File: config.mk
export PLATFORM = sky130hd
export DESIGN_NAME = rom_arbiter
export DESIGN_NICKNAME = d
export VERILOG_FILES = /design/src/rtl/rom_arb_pkg.sv /design/src/rtl/rom_arb_starve_cnt.sv /design/src/rtl/rom_arbiter.sv
export SDC_FILE = /design/constraint.sdc
export NUM_CORES = 1
export LEC_CHECK = 0
export ABC_AREA = 1
export ABC_CLOCK_PERIOD_IN_PS = 1430
export BUFFER_PORTS_ARGS = -buffer_cell sky130_fd_sc_hd__buf_2
export CORE_UTILIZATION = 46
export DETAILED_ROUTE_END_ITERATION = 8
export HOLD_SLACK_MARGIN = 0.06
export PLACE_DENSITY = 0.78
export SETUP_SLACK_MARGIN = 0.4
export SYNTH_ARGS = -nofsm -noshare
export SYNTH_HDL_FRONTEND = slang
export SYNTH_SLANG_ARGS = --single-unit
File: constraint.sdc
create_clock -name clk -period 1.43 [get_ports clk]
set_input_delay 0.0715 -clock clk [delete_from_list [all_inputs] [get_ports clk]]
set_output_delay 0.0715 -clock clk [all_outputs]
set_load 0.02 [all_outputs]
File: src/rtl/rom_arb_pkg.sv
// rom_arb_pkg: shared widths, state encoding and starvation constants for the
// ROM arbiter codebase slice.
//
// Contents:
//   ADDR_W, DATA_W   - byte-address and data widths (32 bits each)
//   STARVE_CNT_W     - width of the fetch starvation counter
//   STARVE_LIMIT     - denied-cycle count after which fetch wins over the loader
//   arb_state_e      - arbiter FSM state encoding (StArb=0, StLocked=1)
package rom_arb_pkg;

   localparam int unsigned ADDR_W       = 32;
   localparam int unsigned DATA_W       = 32;
   localparam int unsigned STARVE_CNT_W = 4;

   localparam logic [STARVE_CNT_W-1:0] STARVE_LIMIT = 4'd8;

   typedef enum logic {
      StArb    = 1'b0,
      StLocked = 1'b1
   } arb_state_e;

endpackage

File: src/rtl/rom_arb_starve_cnt.sv
// rom_arb_starve_cnt: counts consecutive cycles in which the fetch port asks
// for the ROM but is not granted. Saturates at STARVE_LIMIT; at_limit_o tells
// the arbiter to give fetch priority on the following cycle.
//
// Ports:
//   clk        - rising-edge clock
//   rst        - synchronous active-high reset (clears the counter)
//   if_req_i   - fetch request
//   if_gnt_i   - fetch grant issued by the arbiter this cycle
//   at_limit_o - counter has reached STARVE_LIMIT
module rom_arb_starve_cnt
   import rom_arb_pkg::*;
(
   input  logic clk,
   input  logic rst,
   input  logic if_req_i,
   input  logic if_gnt_i,
   output logic at_limit_o
);

   logic [STARVE_CNT_W-1:0] cnt_q;
   logic [STARVE_CNT_W-1:0] cnt_d;

   always_comb begin
      cnt_d = cnt_q;
      if (!if_req_i || if_gnt_i) begin
         cnt_d = '0;
      end else if (cnt_q != STARVE_LIMIT) begin
         cnt_d = cnt_q + 1'b1;
      end
   end

   always_ff @(posedge clk) begin
      if (rst) begin
         cnt_q <= '0;
      end else begin
         cnt_q <= cnt_d;
      end
   end

   assign at_limit_o = (cnt_q == STARVE_LIMIT);

endmodule

File: src/rtl/rom_arbiter.sv
// rom_arbiter: shares a single-port ROM between an instruction-fetch port and
// a loader port. Loader has fixed priority; a loader access with ld_lock_i set
// locks the ROM to the loader (busy_o) until the first cycle ld_lock_i drops.
// Reads return registered data one cycle after acceptance; writes give no
// response.
//
// Build option: define ROM_ARB_STARVE_EN to add a starvation counter that
// forces a fetch grant after STARVE_LIMIT consecutive denied cycles, even while
// locked. Without it fetch may be blocked indefinitely.
//
// Ports:
//   clk, rst                      - clock, synchronous active-high reset
//   if_req_i, if_addr_i           - fetch read request and byte address
//   if_gnt_o                      - fetch accepted this cycle
//   if_rvalid_o, if_rdata_o       - fetch read response
//   ld_req_i, ld_we_i, ld_addr_i  - loader request, write enable, byte address
//   ld_wdata_i, ld_lock_i         - loader write data, exclusive-burst lock
//   ld_gnt_o                      - loader accepted this cycle
//   ld_rvalid_o, ld_rdata_o       - loader read response
//   rom_we_o, rom_addr_o          - ROM write enable and byte address
//   rom_data_o, rom_data_i        - ROM write data, combinational read data
//   busy_o                        - arbiter is locked to the loader
module rom_arbiter
   import rom_arb_pkg::*;
(
   input  logic              clk,
   input  logic              rst,

   input  logic              if_req_i,
   input  logic [ADDR_W-1:0] if_addr_i,
   output logic              if_gnt_o,
   output logic              if_rvalid_o,
   output logic [DATA_W-1:0] if_rdata_o,

   input  logic              ld_req_i,
   input  logic              ld_we_i,
   input  logic [ADDR_W-1:0] ld_addr_i,
   input  logic [DATA_W-1:0] ld_wdata_i,
   input  logic              ld_lock_i,
   output logic              ld_gnt_o,
   output logic              ld_rvalid_o,
   output logic [DATA_W-1:0] ld_rdata_o,

   output logic              rom_we_o,
   output logic [ADDR_W-1:0] rom_addr_o,
   output logic [DATA_W-1:0] rom_data_o,
   input  logic [DATA_W-1:0] rom_data_i,

   output logic              busy_o
);

   arb_state_e        state_q;
   logic              if_rvalid_q;
   logic              ld_rvalid_q;
   logic [DATA_W-1:0] if_rdata_q;
   logic [DATA_W-1:0] ld_rdata_q;
   logic [ADDR_W-1:0] addr_q;
   logic [DATA_W-1:0] wdata_q;
   logic              fetch_first;
   logic              any_gnt;

`ifdef ROM_ARB_STARVE_EN
   rom_arb_starve_cnt u_starve_cnt (
      .clk        (clk),
      .rst        (rst),
      .if_req_i   (if_req_i),
      .if_gnt_i   (if_gnt_o),
      .at_limit_o (fetch_first)
   );
`else
   assign fetch_first = 1'b0;
`endif

   // Grants are combinational from requests and state; reset blocks all grants.
   always_comb begin
      if_gnt_o = 1'b0;
      ld_gnt_o = 1'b0;
      if (!rst) begin
         if (if_req_i && fetch_first) begin
            if_gnt_o = 1'b1;
         end else if (ld_req_i) begin
            ld_gnt_o = 1'b1;
         end else if (if_req_i && (state_q == StArb)) begin
            if_gnt_o = 1'b1;
         end
      end
   end

   assign any_gnt = if_gnt_o | ld_gnt_o;

   // ROM address/data follow the granted requester, otherwise hold last value.
   assign rom_addr_o = ld_gnt_o ? ld_addr_i :
                       if_gnt_o ? if_addr_i : addr_q;
   assign rom_data_o = any_gnt ? ld_wdata_i : wdata_q;
   assign rom_we_o   = ld_gnt_o & ld_we_i;

   always_ff @(posedge clk) begin
      if (rst) begin
         state_q     <= StArb;
         if_rvalid_q <= 1'b0;
         ld_rvalid_q <= 1'b0;
         if_rdata_q  <= '0;
         ld_rdata_q  <= '0;
         addr_q      <= '0;
         wdata_q     <= '0;
      end else begin
         case (state_q)
            StArb: begin
               if (ld_gnt_o && ld_lock_i) begin
                  state_q <= StLocked;
               end
            end
            StLocked: begin
               if (!ld_lock_i) begin
                  state_q <= StArb;
               end
            end
            default: state_q <= StArb;
         endcase

         if_rvalid_q <= if_gnt_o;
         ld_rvalid_q <= ld_gnt_o & ~ld_we_i;
         if (if_gnt_o) begin
            if_rdata_q <= rom_data_i;
         end
         if (ld_gnt_o && !ld_we_i) begin
            ld_rdata_q <= rom_data_i;
         end
         if (any_gnt) begin
            addr_q  <= rom_addr_o;
            wdata_q <= ld_wdata_i;
         end
      end
   end

   // A response due in a reset cycle is dropped along with the transaction.
   assign if_rvalid_o = if_rvalid_q & ~rst;
   assign ld_rvalid_o = ld_rvalid_q & ~rst;
   assign if_rdata_o  = if_rdata_q;
   assign ld_rdata_o  = ld_rdata_q;
   assign busy_o      = (state_q == StLocked) & ~rst;

endmodule

== Word level (Yosys, flattened, before mapping) ==
Index checks and enable logic that the tools add are counted.

* Bitwise logic cells: 9
* Shift-type cells: 0
* Reduce and logical (&&, ||, !) cells: 4
* Multiplexer cells: 11
* Eq/ne operators: 0
* Add/sub/neg operators: 0
* Multipliers: 0
* Div/mod/pow operators: 0
* $lt $le $gt $ge: 0

{| class="wikitable"
|+ Operator list
! cell !! count
|-
| 32-bit two-way mux || 3
|-
| 1-bit two-way mux || 7
|-
| 1-bit bitwise AND || 5
|-
| 1-bit logical AND || 3
|-
| 1-bit inverter || 3
|-
| 1-bit case mux with 2 select lines || 1
|-
| 1-bit logical NOT || 1
|-
| 1-bit OR || 1
|}

* Word-level logic and storage cells: 31
* ROM bits: 0
* Output and inout bits: 134
* Input bits: 134
* Memory bits (writable): 0
* Latch bits: 0
* Register bits: 131
* Memories: 0

== Depth between registers and ports, before layout ==
* Word-level depth: 7
* Mapped depth: 9
* Gate-level depth less buffers: 7

== Worst setup path after synthesis ==
OpenSTA, ideal clock, no wires.

* Path kind: register -> output
* Start: register state_q
* End: output rom_addr_o[18]
* Slack: 0.229 ns
* Arrival time: 1.130 ns
* Cell stages (with the launch flop): 7
* Cells stage by stage: dfxtp_1 nor2_4 clkbuf_1 nand3_1 nand2_1 inv_1 nand2_1

* Cells in the longest elaborated chain, start to end: 7

{| class="wikitable"
|+ RTL lines
! what !! line !! text
|-
| from (decl) || rom_arbiter.sv:52 || <nowiki>arb_state_e state_q;</nowiki>
|-
| from (signal assigned) || rom_arbiter.sv:99 || <nowiki>state_q <= StArb;</nowiki>
|-
| from (signal assigned) || rom_arbiter.sv:110 || <nowiki>state_q <= StLocked;</nowiki>
|-
| from (signal assigned) || rom_arbiter.sv:115 || <nowiki>state_q <= StArb;</nowiki>
|-
| 1-bit inverter || -- ||
|-
| 1-bit logical AND || rom_arbiter.sv:83 || <nowiki>end else if (if_req_i && (state_q == StArb)) begin</nowiki>
|-
| 1-bit two-way mux || rom_arbiter.sv:83 ||
|-
| 1-bit two-way mux || rom_arbiter.sv:81 || <nowiki>end else if (ld_req_i) begin</nowiki>
|-
| 1-bit two-way mux || rom_arbiter.sv:78 || <nowiki>if (!rst) begin</nowiki>
|-
| 32-bit two-way mux || rom_arbiter.sv:93 || <nowiki>if_gnt_o ? if_addr_i : addr_q;</nowiki>
|-
| 32-bit two-way mux || rom_arbiter.sv:92 || <nowiki>assign rom_addr_o = ld_gnt_o ? ld_addr_i :</nowiki>
|-
| to (decl) || rom_arbiter.sv:45 || <nowiki>output logic [ADDR_W-1:0] rom_addr_o,</nowiki>
|}

Every way passes these cells.

== Worst setup path in the final report ==
* Start: register state_q
* End: output rom_addr_o[29]

The elaborated chain is that of the path after synthesis.

==> metrics.yaml <==
status:
  status: "finished with violations"
  violations: "hold timing, setup timing"
placed_design:
  hpwl_mm: 11.30
  place_inst: 1126
  portBuffers: 267
  place.gp.congestion: 0.8445
  place_area_sq_mm: 0.007159
clock_tree:
  hold_buffers: 34
  htreeDepth: 4
  cts_buffer_depth: 2
  cts_root_buf: "clkbuf_16"
  cts_buffers: 17
  clk_latency_ps: 410
  cts_tree: "done"
  cts.clk_slew.worst_paths_ps: 60
  cts_sinks: 131
worst_setup_path:
  r2r_slack_ps: 20
  start_kind: "flop"
  ff2ff_path_depth: 8
  worstPathCellList: "nor2_4 > buf_4 > clkbuf_16 > nand3_1 > nand2_1 > inv_1 > nand2_2 > buf_4"
  worstPathRequired_ps: 1360
  worst-path-buf-inv: 4
  worstPathArrival_ps: 1670
  criticalPathCategory: "flop to primary output"
  r2r_end: "if_rdata_o[24]"
  slowest_delay_ps: 330
  critPathCaptureType: "primary output"
  crit_family: "buffers and inverters"
  cp_max_fo: 10
  crit_start: "state_q"
  crit_top_cell: "buf_4"
  rr_startpoint: "state_q"
  crit_slowest_cell: "dfxtp_2"
synthesis:
  synth_seq_cells: 131
  ys_warn_count: 0
  synth_nets: 884
  synth_cell_types: 16
  yosysSeqAreaShare_pct: 49.11
  synth_area_sq_mm: 0.005340
  synth_top_area_share_pct: 49.11
  yosys-top-cells-area: "dfxtp_1, nand2_1, nand3_1, a21oi_1, buf_2"
  yosysTopAreaCell: "dfxtp_1"
  synthCells: 750
  avgSynthCellArea_sq_um: 7.120
global_routing:
  grt_start_max_net_pins: 68
  antenna_found_initial: 0
  grt_pass1_wl_mm: 27.77
  grt_pass1_vias: 5967
  track_usage_pct: 30.23
  grt_overflow: 0
min_path:
  holdPathEnd: "wdata_q[9]"
  hp-class: "input pin to flop"
  holdPathStages: 3
  min-delay-start: "ld_wdata_i[9]"
floorplan:
  io_pins: 268
  core_sq_mm: 0.01108
  num_rows: 38
  die-height_microns: 109.7
  fp.dieW_microns: 109.7
  fp.dieArea_sq_mm: 0.01204
  start_util_pct: 48.20
timing:
  holdWs_ps: -67.68
  slew_headroom_pct: 72.08
  post-route-period-util_pct: 122.0
  setup_violations: 65
  fmax_ghz: 0.5730
  tightest_slew_ps: 418.9
  finalClockSkew_ps: 7.864
  setup_ws_ps: -315.1
  hold_violations: 26
  rsz0062_at_grt: "yes"
  slew_violations: 0
  fin_crit_ps: 1745
  fin_setup_tns_ps: -15850
power:
  p_per_area_mw_per_mm2: 1115
  p_clk_share_pct: 41.4
  p_comb_share_pct: 22.1
  ir_drop_mv: 0.8329
  total_power_mw: 10.89
  switching_share_pct: 28.07
  intPower_mw: 7.832
  total_leakage_power_nw: 4.790
  pwr-share-seq_pct: 36.5
  power_switching_mw: 3.057
routing:
  first_pass_iters: 5
  dr_total_vias: 6577
  drc: 0
  drt_iter0_markers: 528
  drt-total-wl_mm: 22.42
  wl_per_cell_microns: 18.36
  ant_nets: 0
  drt-vias-per-instance: 5.387
finish:
  final_util_pct: 88.14
  finalInstanceArea_sq_mm: 0.009764
  area_growth_pct: 82.85
  drive_gt1_share_pct: 50.60
  antenna_cells: 0
  nNetsFinal: 1202
  finalNonFillerCells: 1221
run:
  max-cap-violations: 0
==> kinds of logic after synthesis <==
group	Yosys count	synth area share, %
buf+inv	95	8.200
compound gates	96	8.997
flops	131	49.11
simple gates	428	33.69
==> layer usage <==
layer	GRT usage, %	wire (microns)
met1	32.35	8155
met2	53.77	11560
met3	7.647	1611
met4	17.62	1095
met5	0	0
==> worst max-delay path by stage <==
stage,cells after the start,slack (ps),end
3_3_place_gp,6,-110,rom_data_o[2]
6_report,8,-320,rom_addr_o[29]
5_1_grt,7,-380,rom_data_o[25]
4_1_cts,7,-270,rom_data_o[17]
3_5_place_dp,6,-160,rom_data_o[3]
2_1_floorplan,6,360,rom_addr_o[0]
==> per-stage QoR <==
stage,hold slack (ps),worst slack [ps]
3_3_place_gp,281.0,-106.6
6_report,-67.68,-315.1
3_5_place_dp,284.5,-159.6
2_1_floorplan,181.9,364.8
5_1_grt,-72.23,-376.7
4_1_cts,-77.05,-268.5
==> power by group through the flow <==
stage               Clock (mW)  Combinational, mW  Sequential (mW)
floorplan                    0              0.884             4.13
global placement             0               1.63             4.01
detailed placement           0               1.64             4.02
CTS                       4.51               1.99             3.95
global route              4.70               2.53             3.99
finish                    4.51               2.40             3.98
==> repair_timing <==
item                                    4_1_cts  5_1_grt
endpoints found under the hold margin       123       36
pin swaps                                     4       20
cloned                                        3        9
resized for setup                           161      164
setup buffers                                 8        9
endpoints found under the setup margin      165      188
==> state kept, by name, summed over array words and instances (netlist names) <==
| register | count |
|---|---|
| if_rdata_o | 32 |
| wdata_q | 32 |
| if_rvalid_q | 1 |
| ld_rdata_o | 32 |
| state_q | 1 |
| ld_rvalid_q | 1 |
| addr_q | 32 |
==> cell usage in the layout (no fill, tap or decap), types with 5 or more instances in the layout <==
cell           count
a21oi_1           32
a21oi_2           32
buf_12            15
buf_16             5
buf_2            181
buf_4             48
buf_6             61
clkbuf_16         25
dfxtp_1          126
dfxtp_2            5
dlygate4sd3_1     34
inv_1             37
nand2_1          205
nand2_2           53
nand2_4           31
nand3_1           61
nand3_2           55
nand3_4           12
o21ai_0           32
==> synth_stat cells <==
library cell	instances
inv_1	38
clkbuf_1	9
o21ai_0	32
nand2_4	2
a21oi_1	64
nand2_2	1
nor2_4	2
buf_1	3
buf_4	9
inv_2	3
nand2_1	289
buf_2	32
nand3_1	128
buf_6	1
dfxtp_1	131
nor2_1	6
==> layout make-up <==
cell class / instances / area (sq um)
Inverter: 41 / 161.4
Timing Repair Buffer: 353 / 2947
Multi-Input combinational cell: 524 / 3237
Clock buffer: 24 / 491.7
Tap cell: 140 / 175.2
Clock inverter: 8 / 123.9
Fill cell: 535 / 1314
Sequential cell: 131 / 2629
==> tightest hold or removal path, cell delays in order <==
cell     delay, ps
buf_2          110
nand2_4         70
a21oi_2         40
(Power assumes the default switching activity.)
